### config.mk
export PLATFORM = sky130hd
export DESIGN_NAME = fp_align_unit
export DESIGN_NICKNAME = d
export VERILOG_FILES = /design/src/rtl/fp_align_unit.sv
export SDC_FILE = /design/constraint.sdc
export NUM_CORES = 1
export LEC_CHECK = 0
export CORE_MARGIN = 10
export CORE_UTILIZATION = 44
export CTS_CLUSTER_SIZE = 8
export DETAILED_ROUTE_END_ITERATION = 6
export PLACE_DENSITY = 0.72
export SETUP_SLACK_MARGIN = 0.4
export SYNTH_ARGS = -nofsm -noshare
export SYNTH_HDL_FRONTEND = slang
export SYNTH_SLANG_ARGS = --single-unit
### constraint.sdc
create_clock -name clk -period 3.5 [get_ports clk]
set_input_delay 0.35 -clock clk [delete_from_list [all_inputs] [get_ports clk]]
set_output_delay 0.35 -clock clk [all_outputs]
set_load 0.1 [all_outputs]
### src/rtl/fp_align_unit.sv
// Exponent-compare and mantissa-align stage for a single-precision adder/subtractor.
// Right-shifts the smaller-exponent mantissa one bit per cycle while tracking guard and sticky bits.
module fp_align_unit (
  input  logic        clk,
  input  logic        reset,
  input  logic        in_valid,
  output logic        in_ready,
  input  logic [31:0] in_A,
  input  logic [31:0] in_B,
  output logic        out_valid,
  input  logic        out_ready,
  output logic        out_sa,
  output logic        out_sb,
  output logic [7:0]  out_exp,
  output logic [23:0] out_ma,
  output logic [23:0] out_mb,
  output logic        out_guard,
  output logic        out_sticky,
  output logic        out_swapped,
  output logic        out_special
);

  // state | meaning
  // IDLE  | waiting for an operand pair
  // CMP   | compare effective exponents, pick larger operand
  // SHIFT | shift smaller mantissa right one bit per cycle
  // DONE  | aligned result held until downstream accepts
  typedef enum logic [1:0] {IDLE, CMP, SHIFT, DONE} state_t;

  state_t      state, state_nxt;
  logic [31:0] ra, rb;
  logic [4:0]  cnt;

  logic [7:0]  ea, eb, diff, exp_raw_max;
  logic [23:0] mant_a, mant_b, mant_big, mant_small;
  logic        b_big, special;

  // Subnormals and zero use effective exponent 1 with no hidden bit.
  always_comb begin
    ea          = (ra[30:23] == 8'd0) ? 8'd1 : ra[30:23];
    eb          = (rb[30:23] == 8'd0) ? 8'd1 : rb[30:23];
    mant_a      = {|ra[30:23], ra[22:0]};
    mant_b      = {|rb[30:23], rb[22:0]};
    special     = (&ra[30:23]) | (&rb[30:23]);
    b_big       = eb > ea;
    diff        = b_big ? (eb - ea) : (ea - eb);
    mant_big    = b_big ? mant_b : mant_a;
    mant_small  = b_big ? mant_a : mant_b;
    exp_raw_max = (rb[30:23] > ra[30:23]) ? rb[30:23] : ra[30:23];
  end

  always_comb begin
    state_nxt = state;
    case (state)
      IDLE:    if (in_valid) state_nxt = CMP;
      CMP:     if (special || diff == 8'd0 || diff >= 8'd26) state_nxt = DONE;
               else state_nxt = SHIFT;
      SHIFT:   if (cnt <= 5'd1) state_nxt = DONE;
      DONE:    if (out_ready) state_nxt = IDLE;
      default: state_nxt = IDLE;
    endcase
  end

  always_ff @(posedge clk) begin
    if (reset) begin
      state       <= IDLE;
      ra          <= '0;
      rb          <= '0;
      cnt         <= '0;
      out_sa      <= 1'b0;
      out_sb      <= 1'b0;
      out_exp     <= '0;
      out_ma      <= '0;
      out_mb      <= '0;
      out_guard   <= 1'b0;
      out_sticky  <= 1'b0;
      out_swapped <= 1'b0;
      out_special <= 1'b0;
    end else begin
      state <= state_nxt;
      case (state)
        IDLE: if (in_valid) begin
          ra <= in_A;
          rb <= in_B;
        end
        CMP: begin
          out_guard <= 1'b0;
          if (special) begin
            out_sa      <= ra[31];
            out_sb      <= rb[31];
            out_exp     <= exp_raw_max;
            out_ma      <= mant_a;
            out_mb      <= mant_b;
            out_sticky  <= 1'b0;
            out_swapped <= 1'b0;
            out_special <= 1'b1;
          end else begin
            out_sa      <= b_big ? rb[31] : ra[31];
            out_sb      <= b_big ? ra[31] : rb[31];
            out_exp     <= b_big ? eb : ea;
            out_ma      <= mant_big;
            out_swapped <= b_big;
            out_special <= 1'b0;
            cnt         <= diff[4:0];
            if (diff >= 8'd26) begin
              out_mb     <= '0;
              out_sticky <= |mant_small;
            end else begin
              out_mb     <= mant_small;
              out_sticky <= 1'b0;
            end
          end
        end
        SHIFT: begin
          out_mb     <= out_mb >> 1;
          out_guard  <= out_mb[0];
          out_sticky <= out_sticky | out_guard;
          cnt        <= cnt - 5'd1;
        end
        default: ;
      endcase
    end
  end

  assign in_ready  = (state == IDLE);
  assign out_valid = (state == DONE);

endmodule

Yosys cells after proc, flatten, opt, wreduce, memory -nomap -nowiden --
Cells that the tools add are included.
Storage, ports and cells: input bits 68, output and inout port bits 64, register bits 133
Cells by class: $add $sub $neg 3, bitwise logic cells 2, magnitude comparators 4, equality and inequality tests 7, reductions and logical operators 15, muxes and demuxes 29
Operators by type and width (count):
- 24-bit two-way mux | 5
- 8-bit two-way mux | 6
- 24-bit one-hot mux with 2 select lines | 1
- 8-bit logical NOT | 3
- 24-bit OR reduction | 1
- 8-bit > comparator | 2
- 8-bit AND reduction | 2
- 8-bit OR reduction | 2
- 8-bit subtractor | 2
- 5-bit one-hot mux with 2 select lines | 1
- 1-bit two-way mux | 9
- 8-bit by 5-bit greater-or-equal comparator with 1-bit output, second input constant | 1
- 2-bit one-hot mux with 4 select lines | 1
- 2-bit two-way mux | 3
- 2-bit != test, second input constant | 3
- 5-bit by 1-bit <= comparator with 1-bit output, second input constant | 1
- 5-bit two-way mux | 1
- 5-bit by 1-bit subtractor with 5-bit output, second input constant | 1
- 2-bit == test, second input constant | 2
- 1-bit one-hot mux with 2 select lines | 2
- 2-bit AND reduction | 2
- 3-bit AND reduction | 1
- 2-bit by 1-bit == test with 1-bit output, second input constant | 1
- 2-bit logical NOT | 1
- other kinds (4) | 6

Longest topological paths before layout --
Gate-level depths: netlist of the first run.
depth in word-level cells 9, gate-level depth with buffers 17, mapped depth without buffers 15

Worst setup path after synthesis of the first run --
No wires, ideal clock.
path kind reg-to-reg, start point reg ra[25], end point reg out_mb[10], slack -194 ps, stages on the path, launching flop included 18, arrival time 3553 ps, path buffers 2, data required time 3359 ps, period minus slack after synthesis 3694 ps, cell sequence dfxtp_1 > buf_2 > nor4_1 > a21oi_1 > inv_1 > ha_1 > inv_1 > fa_1 > inv_1 > o311a_4 > o21ai_1 > a2111oi_0 > a21oi_1 > xor2_1 > o41ai_4 > buf_6 > a221oi_2 > nor3_2
Between the ends: word-level cells in the longest chain between the ends 8, elaborated cells on any way between the ends 13, classes of those cells 2 x add/sub; 2 x order compare; 6 x mux; 1 x bitwise; 2 x reduce/logical
RTL lines:
- from (decl) | RTL line 31 | logic [31:0] ra, rb;
- from (signal assigned) | RTL line 83 | ra <= in_A;
- 8-bit logical NOT | RTL line 40 | ea = (ra[30:23] == 8'd0) ? 8'd1 : ra[30:23];
- 8-bit two-way mux | RTL line 40
- 8-bit subtractor / 8-bit > comparator (equally long branches) | RTL line 46, 45
- 8-bit two-way mux | RTL line 46 | diff = b_big ? (eb - ea) : (ea - eb);
- 8-bit by 5-bit greater-or-equal comparator with 1-bit output | RTL line 105 | if (diff >= 8'd26) begin
- 24-bit two-way mux | RTL line 105
- 24-bit two-way mux * | RTL line 88 | if (special) begin
- 24-bit one-hot mux with 2 select lines * | RTL line 81 | case (state)
- to (signal assigned) | RTL line 93 | out_mb <= mant_b;
- to (signal assigned) | RTL line 109 | out_mb <= mant_small;
- to (signal assigned) | RTL line 115 | out_mb <= out_mb >> 1;
- to (decl) | RTL line 16 | output logic [23:0] out_mb,
Mark *: on every way between the ends. The rest lies on a longest branch, timed or not. A chain may end at the register's enable or synchronous reset.

Final worst setup path of the first run --
start point reg rb[30], end point reg out_mb[9]
Between the ends: word-level cells in the longest chain between the ends 8, elaborated cells on any way between the ends 13, classes of those cells 2 x add/sub; 2 x order compare; 6 x mux; 1 x bitwise; 2 x reduce/logical
RTL lines:
- from (decl) | RTL line 31
- from (signal assigned) | RTL line 84 | rb <= in_B;
- 8-bit logical NOT | RTL line 41 | eb = (rb[30:23] == 8'd0) ? 8'd1 : rb[30:23];
- 8-bit two-way mux | RTL line 41
- 8-bit subtractor / 8-bit > comparator (equally long branches) | RTL line 46, 45
- 8-bit two-way mux | RTL line 46
- 8-bit by 5-bit greater-or-equal comparator with 1-bit output | RTL line 105
- 24-bit two-way mux | RTL line 105
- 24-bit two-way mux * | RTL line 88
- 24-bit one-hot mux with 2 select lines * | RTL line 81
Marked as above.

==> out/results.tsv, run 1 <==
metric	value	unit
Initial Utilization	44.97	%
final hold violations	0	
core box area	0.01589	mm2
crit path cell chain	nor4_4 -> a21oi_2 -> inv_2 -> ha_4 -> inv_2 -> fa_2 -> inv_2 -> o31ai_4 -> a211o_1 -> a31oi_2 -> a21oi_2 -> xor2_2 -> buf_4 -> nor4b_4 -> buf_4 -> buf_6 -> buf_16 -> a221oi_2 -> nor3_2	
CTS tree	built	
ANT nets after route	0	
multi-input logic area	0.004342	mm2
most common library cells after synthesis	170 x nand2_1, 133 x dfxtp_1, 86 x a21oi_1	
P per Cell Area	1192	mW/mm2
Worst-Skew Late Latency	0.43	ns
TritonRoute pass-1 iters	5	
Most common cell on crit path	inv_2	
I/O Pins	132	
Mean Syn Cell Area	8.008	um2
Clock Path Buffers	2	
element type at the critical path start	flip-flop	
number of CTS-inserted buffers	17	
Layout area overhead	40.74	%
Yosys top cell area share	37.27	%
# DRC	0	
root buf cell	clkbuf_16	
FF/Latch Area	0.002671	mm2
arrival time worst endpoint	3.88	ns
Worst EP required	3.79	ns
Clock Sinks	133	
RSZ-0062 raised after global routing	true	
CTS clk-pin slew, worst paths	0.06	ns
Seq cells post-synth	133	
Syn. warnings	0	
Cells after Synth	892	
Tot Pwr	11.98	mW
CTS H-tree depth	4	
chip height	147.4	um
register area share after synthesis	37.27	%
switching portion of total power	50.59	%
drt total wl	23.67	mm
Via Count	7151	
# setup viols final	24	
DR WL/cell	18.82	um
post-route clock period utilization	102.7	%
number of instances in the placed design	1208	
die area	0.02173	mm2
Layout fillers	1350	
cell internal pwr	5.921	mW
status	finished with violations	
nets	1126	
Initial DRC Count	686	
total track usage	20.95	%
Worst Path Max Fanout	6	
Async S/R FF share, synth	0	%
Logic pwr share	64.7	%
critical path endpoint category	flip-flop	
VDD IR max	0.8425	mV
largest net degree at the start of global routing	79	
Tmin final	3.595	ns
slowest cell on the critical path	a211o_1	
most common cell in the synthesized netlist	nand2_1	
Rows	46	
final worst slack	-0.09465	ns
post-synth top area cell	dfxtp_1	
Worst-Margin Slew	1.370	ns
ANT cells	0	
post-DP HPWL	15.89	mm
Yosys cell types	56	
Post-synth EDFFs	0	
Seq pwr share	19.1	%
Critical Path Max Stage Delay	0.38	ns
mapped cell area	0.007143	mm2
failing checks	negative setup slack	
Area contributors post-synth	dfxtp_1 37%, nand2_1 8.9%, a21oi_1 6.0%, ha_1 4.7%, a221oi_2 4.2%	
Layout Skew	0.01421	ns
Syn Nets	989	
grt ovf	0	
antenna violations before repair	0	
I/O Buffers	131	
min-delay worst type	flip-flop to flip-flop	
vias in the first global route	6997	
FMAX	278.2	MHz
Pins Over Slew Limit	0	
global-route wire length before repair	37.53	mm
routability cong.	0.8997	
Die W	147.4	um
max_slew headroom	8.576	%
Via density	5.684	
clock share of power	16.2	%
Post-synth top flop	dfxtp_1	
Static Leak	3.672	nW
MaxCap Viol Count	0	
Net Sw Power	6.062	mW
critical path type	flip-flop to flip-flop	
share of cells above drive strength 1	19.19	%
Non-Filler Instances	1258	
[flip-flops by register name (all words and copies together), names as in the netlist]
register and cells:
cnt 5, out_mb 24, out_sa 1, state 2
out_guard 1, out_ma 24, out_swapped 1, rb 32
out_sticky 1, out_special 1, out_sb 1, out_exp 8
ra 32
[path summary, 6_finish.rpt]
check | end | start | slack [ns] | depth (start not counted)
hold reg to reg | cnt[4]$_SDFFE_PP0P_ | cnt[4]$_SDFFE_PP0P_ | 0.45 | 2
setup reg to reg | out_mb[9]$_SDFFE_PP0P_ | rb[30]$_SDFFE_PP0P_ | -0.09 | 19
setup / recovery | out_mb[9]$_SDFFE_PP0P_ | rb[30]$_SDFFE_PP0P_ | -0.09 | 19
hold / removal | cnt[4]$_SDFFE_PP0P_ | cnt[4]$_SDFFE_PP0P_ | 0.45 | 2
[layer usage]
layer | track usage, % | up-vias | wire length (um)
met2 | 33.12 | 292 | 11160
met4 | 7.780 | 0 | 537
met1 | 26.52 | 3390 | 10230
li1 | - | 3430 | -
met5 | 0 | - | 0
met3 | 6.044 | 39 | 1744
[worst max-delay path: cells and delay by family (launching register included)]
family,cells,cell delay (ns)
AO/OA/AOI/OAI,6,1.16
buffers and inverters,7,0.80
adder cells (fa/ha/maj),2,0.48
AND/OR/NAND/NOR,3,0.42
flip-flops,1,0.33
XOR/XNOR,1,0.25
[power groups by stage]
| stage | combinational [mW] | clock, mW | sequential, mW |
|---|---|---|---|
| 3_5_place_dp | 6.74 | 0 | 2.28 |
| 3_3_place_gp | 6.65 | 0 | 2.28 |
| 5_1_grt | 8.24 | 2.01 | 2.33 |
| 4_1_cts | 7.34 | 1.95 | 2.27 |
| 6_report | 7.76 | 1.94 | 2.29 |
| 2_1_floorplan | 3.37 | 0 | 3.84 |
[layout make-up]
| class | count | area share, % |
|---|---|---|
| Clock buffer | 18 | 4.269 |
| Clock inverter | 14 | 1.966 |
| Inverter | 41 | 1.531 |
| Multi-Input combinational cell | 640 | 43.19 |
| Sequential cell | 133 | 26.57 |
| Tap cell | 216 | 2.688 |
| Timing Repair Buffer | 196 | 19.79 |
[placed cells by master (no fill, tap or decap), types with 18 or more instances in the layout]
cell type	netlist	routed
a21oi_1	86	82
ha_1	27	24
clkdlybuf4s50_1	0	129
o21ai_0	47	45
nor3_2	21	22
dfxtp_1	133	126
a311oi_1	23	22
inv_1	41	36
buf_4	1	50
nand2_1	170	168
nor2_1	53	51
clkbuf_16	0	18
nand3_1	35	34
nand3b_1	24	24
[metrics by stage]
stage          worst slack (ns)  hold slack [ns]  utilization (%)  TNS (ns)  instance area (um2)
3_3_place_gp           0.003197           0.4432            55.96         0                 8890
6_report               -0.09465           0.4519            63.29    -1.502                10050
5_1_grt                 -0.2598           0.4733            63.29    -5.345                10050
4_1_cts                -0.04406           0.4570            62.03   -0.3697                 9853
3_5_place_dp            -0.1149           0.4480            55.96   -0.7624                 8890
2_1_floorplan            0.1235           0.4316                -         0                 7238
[cell families after synthesis]
| group | count (synthesis) | synth area share, % |
|---|---|---|
| flops | 133 | 37.27 |
| mux | 14 | 1.979 |
| compound gates | 226 | 22.54 |
| xor+xnor | 7 | 1.069 |
| simple gates | 364 | 25.07 |
| fa+ha+maj | 29 | 5.290 |
| buf+inv | 119 | 6.779 |
[what timing repair did]
action	in CTS	in global routing
gates resized for setup	33	24
hold buffers	0	0
pin swaps	17	23
endpoints found under the setup margin	33	60
gates cloned	4	1
setup buffers	9	4
Power figures use the tool's default switching activity.
==> inputs of run 2 (changes only) <==
==> constraint.sdc (replaced) <==
create_clock -name clk -period 3.5 [get_ports clk]
set_input_delay 0.35 -clock clk [delete_from_list [all_inputs] [get_ports clk]]
set_output_delay 0.35 -clock clk [all_outputs]
set_load 0.05 [all_outputs]
==> run 2 against run 1 <==
Effect of this change: the run still ends with negative setup slack left; fmax up 1.1%; power down 4.0%; sequential share of layout area down 0.43 points; sequential power about the same; cell count increased by 0.40%; critical path type unchanged.
==> out/results.tsv, run 2 (same netlist as run 1, synthesis figures left out) <==
metric	value	unit
Layout area overhead	43.06	%
status	finished with violations	
TritonRoute pass-1 iters	5	
Rows	46	
commonest non-fill, non-tap cell in the layout	nand2_1	
MaxCap Viol Count	0	
FMAX	281.3	MHz
Clock Sinks	133	
Worst-Skew Late Latency	0.43	ns
ANT nets after route	0	
post-DP HPWL	15.91	mm
root buf cell	clkbuf_16	
Initial DRC Count	682	
commonest non-fill, non-tap cells in the layout	168 x nand2_1, 130 x clkdlybuf4s50_1, 126 x dfxtp_1, 81 x a21oi_1, 50 x buf_4	
I/O Pins	132	
Clock Path Buffers	2	
critical path endpoint category	flip-flop	
largest net degree at the start of global routing	79	
ANT cells	0	
total track usage	20.21	%
VDD IR max	0.6535	mV
I/O Buffers	131	
timing startpoint of the critical path	rb[27]$_SDFFE_PP0P_	
number of CTS-inserted buffers	17	
P per Cell Area	1125	mW/mm2
post-route clock period utilization	101.6	%
Initial Utilization	44.97	%
die area	0.02173	mm2
final worst slack	-0.05516	ns
internal reg-to-reg setup slack	-0.06	ns
Die W	147.4	um
grt ovf	0	
multi-input logic area	0.004432	mm2
min-delay worst type	input pin to flip-flop	
FF/Latch Area	0.002671	mm2
Pins Over Slew Limit	0	
drt total wl	23.95	mm
launch point of the worst reg-to-reg path	rb[27]$_SDFFE_PP0P_	
# DRC	0	
antenna violations before repair	0	
failing checks	negative setup slack	
max_slew headroom	22.27	%
Worst EP required	3.84	ns
Tmin final	3.555	ns
core box area	0.01589	mm2
nets	1131	
chip height	147.4	um
element type at the critical path start	flip-flop	
Static Leak	3.742	nW
routability cong.	0.9055	
Via density	5.696	
Min Hold Slack	0.4653	ns
Worst-Margin Slew	1.165	ns
biggest regs	ra: 32 flops, rb: 32 flops	
DR WL/cell	18.97	um
CTS tree	built	
final hold violations	0	
RSZ-0062 raised after global routing	true	
share of cells above drive strength 1	22.25	%
Layout fillers	1349	
Worst Path Max Fanout	6	
Hold Path Origin	in_B[16]	
CTS clk-pin slew, worst paths	0.06	ns
pre-CTS setup slack	-0.1114	ns
global-route wire length before repair	36.23	mm
Via Count	7194	
Layout Skew	0.01249	ns
arrival time worst endpoint	3.90	ns
CTS H-tree depth	4	
# setup viols final	24	
critical path type	flip-flop to flip-flop	
vias in the first global route	6819	
[run 2: cell count changes in the layout (fill, tap and decap cells not counted), sizes merged]
cell	previous run	this run
inv	45	48
bufinv	4	3
clkinvlp	1	0
buf	66	68
clkbuf	19	20
clkdlybuf4s50	129	130
[run 2: path summary, 6_finish.rpt]
kind / to / depth (start not counted)
setup / recovery: out_mb[17]$_SDFFE_PP0P_ / 17
hold / removal: rb[16]$_SDFFE_PP0P_ / 3
setup reg to reg: out_mb[17]$_SDFFE_PP0P_ / 17
hold reg to reg: cnt[4]$_SDFFE_PP0P_ / 2
[run 2: per-stage QoR]
stage | instance area (um2) | util (%) | TNS, ns | std cells | total power, mW
CTS | 9708 | 61.11 | -0.01358 | 1248 | 10.42
finish | 10220 | 64.33 | -0.4521 | 1263 | 11.50
global placement | 8900 | 56.03 | 0 | 1209 | 8.063
detailed placement | 8900 | 56.03 | -1.692 | 1209 | 8.145
global route | 10220 | 64.33 | -5.195 | 1263 | 12.09
floorplan | 7238 | - | 0 | 892 | 6.338
[run 2: worst max-delay path: stages, from the launching register on]
cell and delay [ns]:
dfxtp_2 0.33, nor4_4 0.32, a21oi_2 0.13, ha_2 0.21
inv_2 0.05, fa_2 0.21, inv_2 0.04, o311a_4 0.33
o21a_4 0.25, a2111oi_2 0.30, a21oi_2 0.08, xor2_2 0.18
buf_4 0.16, nor4b_4 0.29, buf_4 0.20, buf_12 0.13
a221oi_2 0.07, nor3_2 0.18
[run 2: what timing repair did]
| item | in CTS | in global routing |
|---|---|---|
| gates cloned | 2 | 4 |
| pin swaps | 18 | 39 |
| setup buffers | 5 | 11 |
| hold buffers | 0 | 0 |
| gates resized for setup | 23 | 69 |
| endpoints found under the setup margin | 44 | 60 |
[run 2: cell type report]
class,count,area share [%]
clock buffers,17,4.163
repair buffers,201,20.30
well taps,216,2.645
clock inverters,15,1.873
flip-flops and latches,133,26.14
multi-input cells,640,43.37
inverters,41,1.506
[run 2: power by group]
group,switching (mW),internal (mW),leakage (nW)
Sequential,0.364,1.92,1.09
Clock,0.762,1.14,0.308
Combinational,4.24,3.07,2.34
[run 2: metal layers]
metal	up-vias	share of wire, %	GRT usage (%)
met4	0	1.7	5.699
met5	-	0	0
met1	3426	45	27.12
met3	31	6.6	5.067
li1	3437	-	-
met2	300	46	31.45
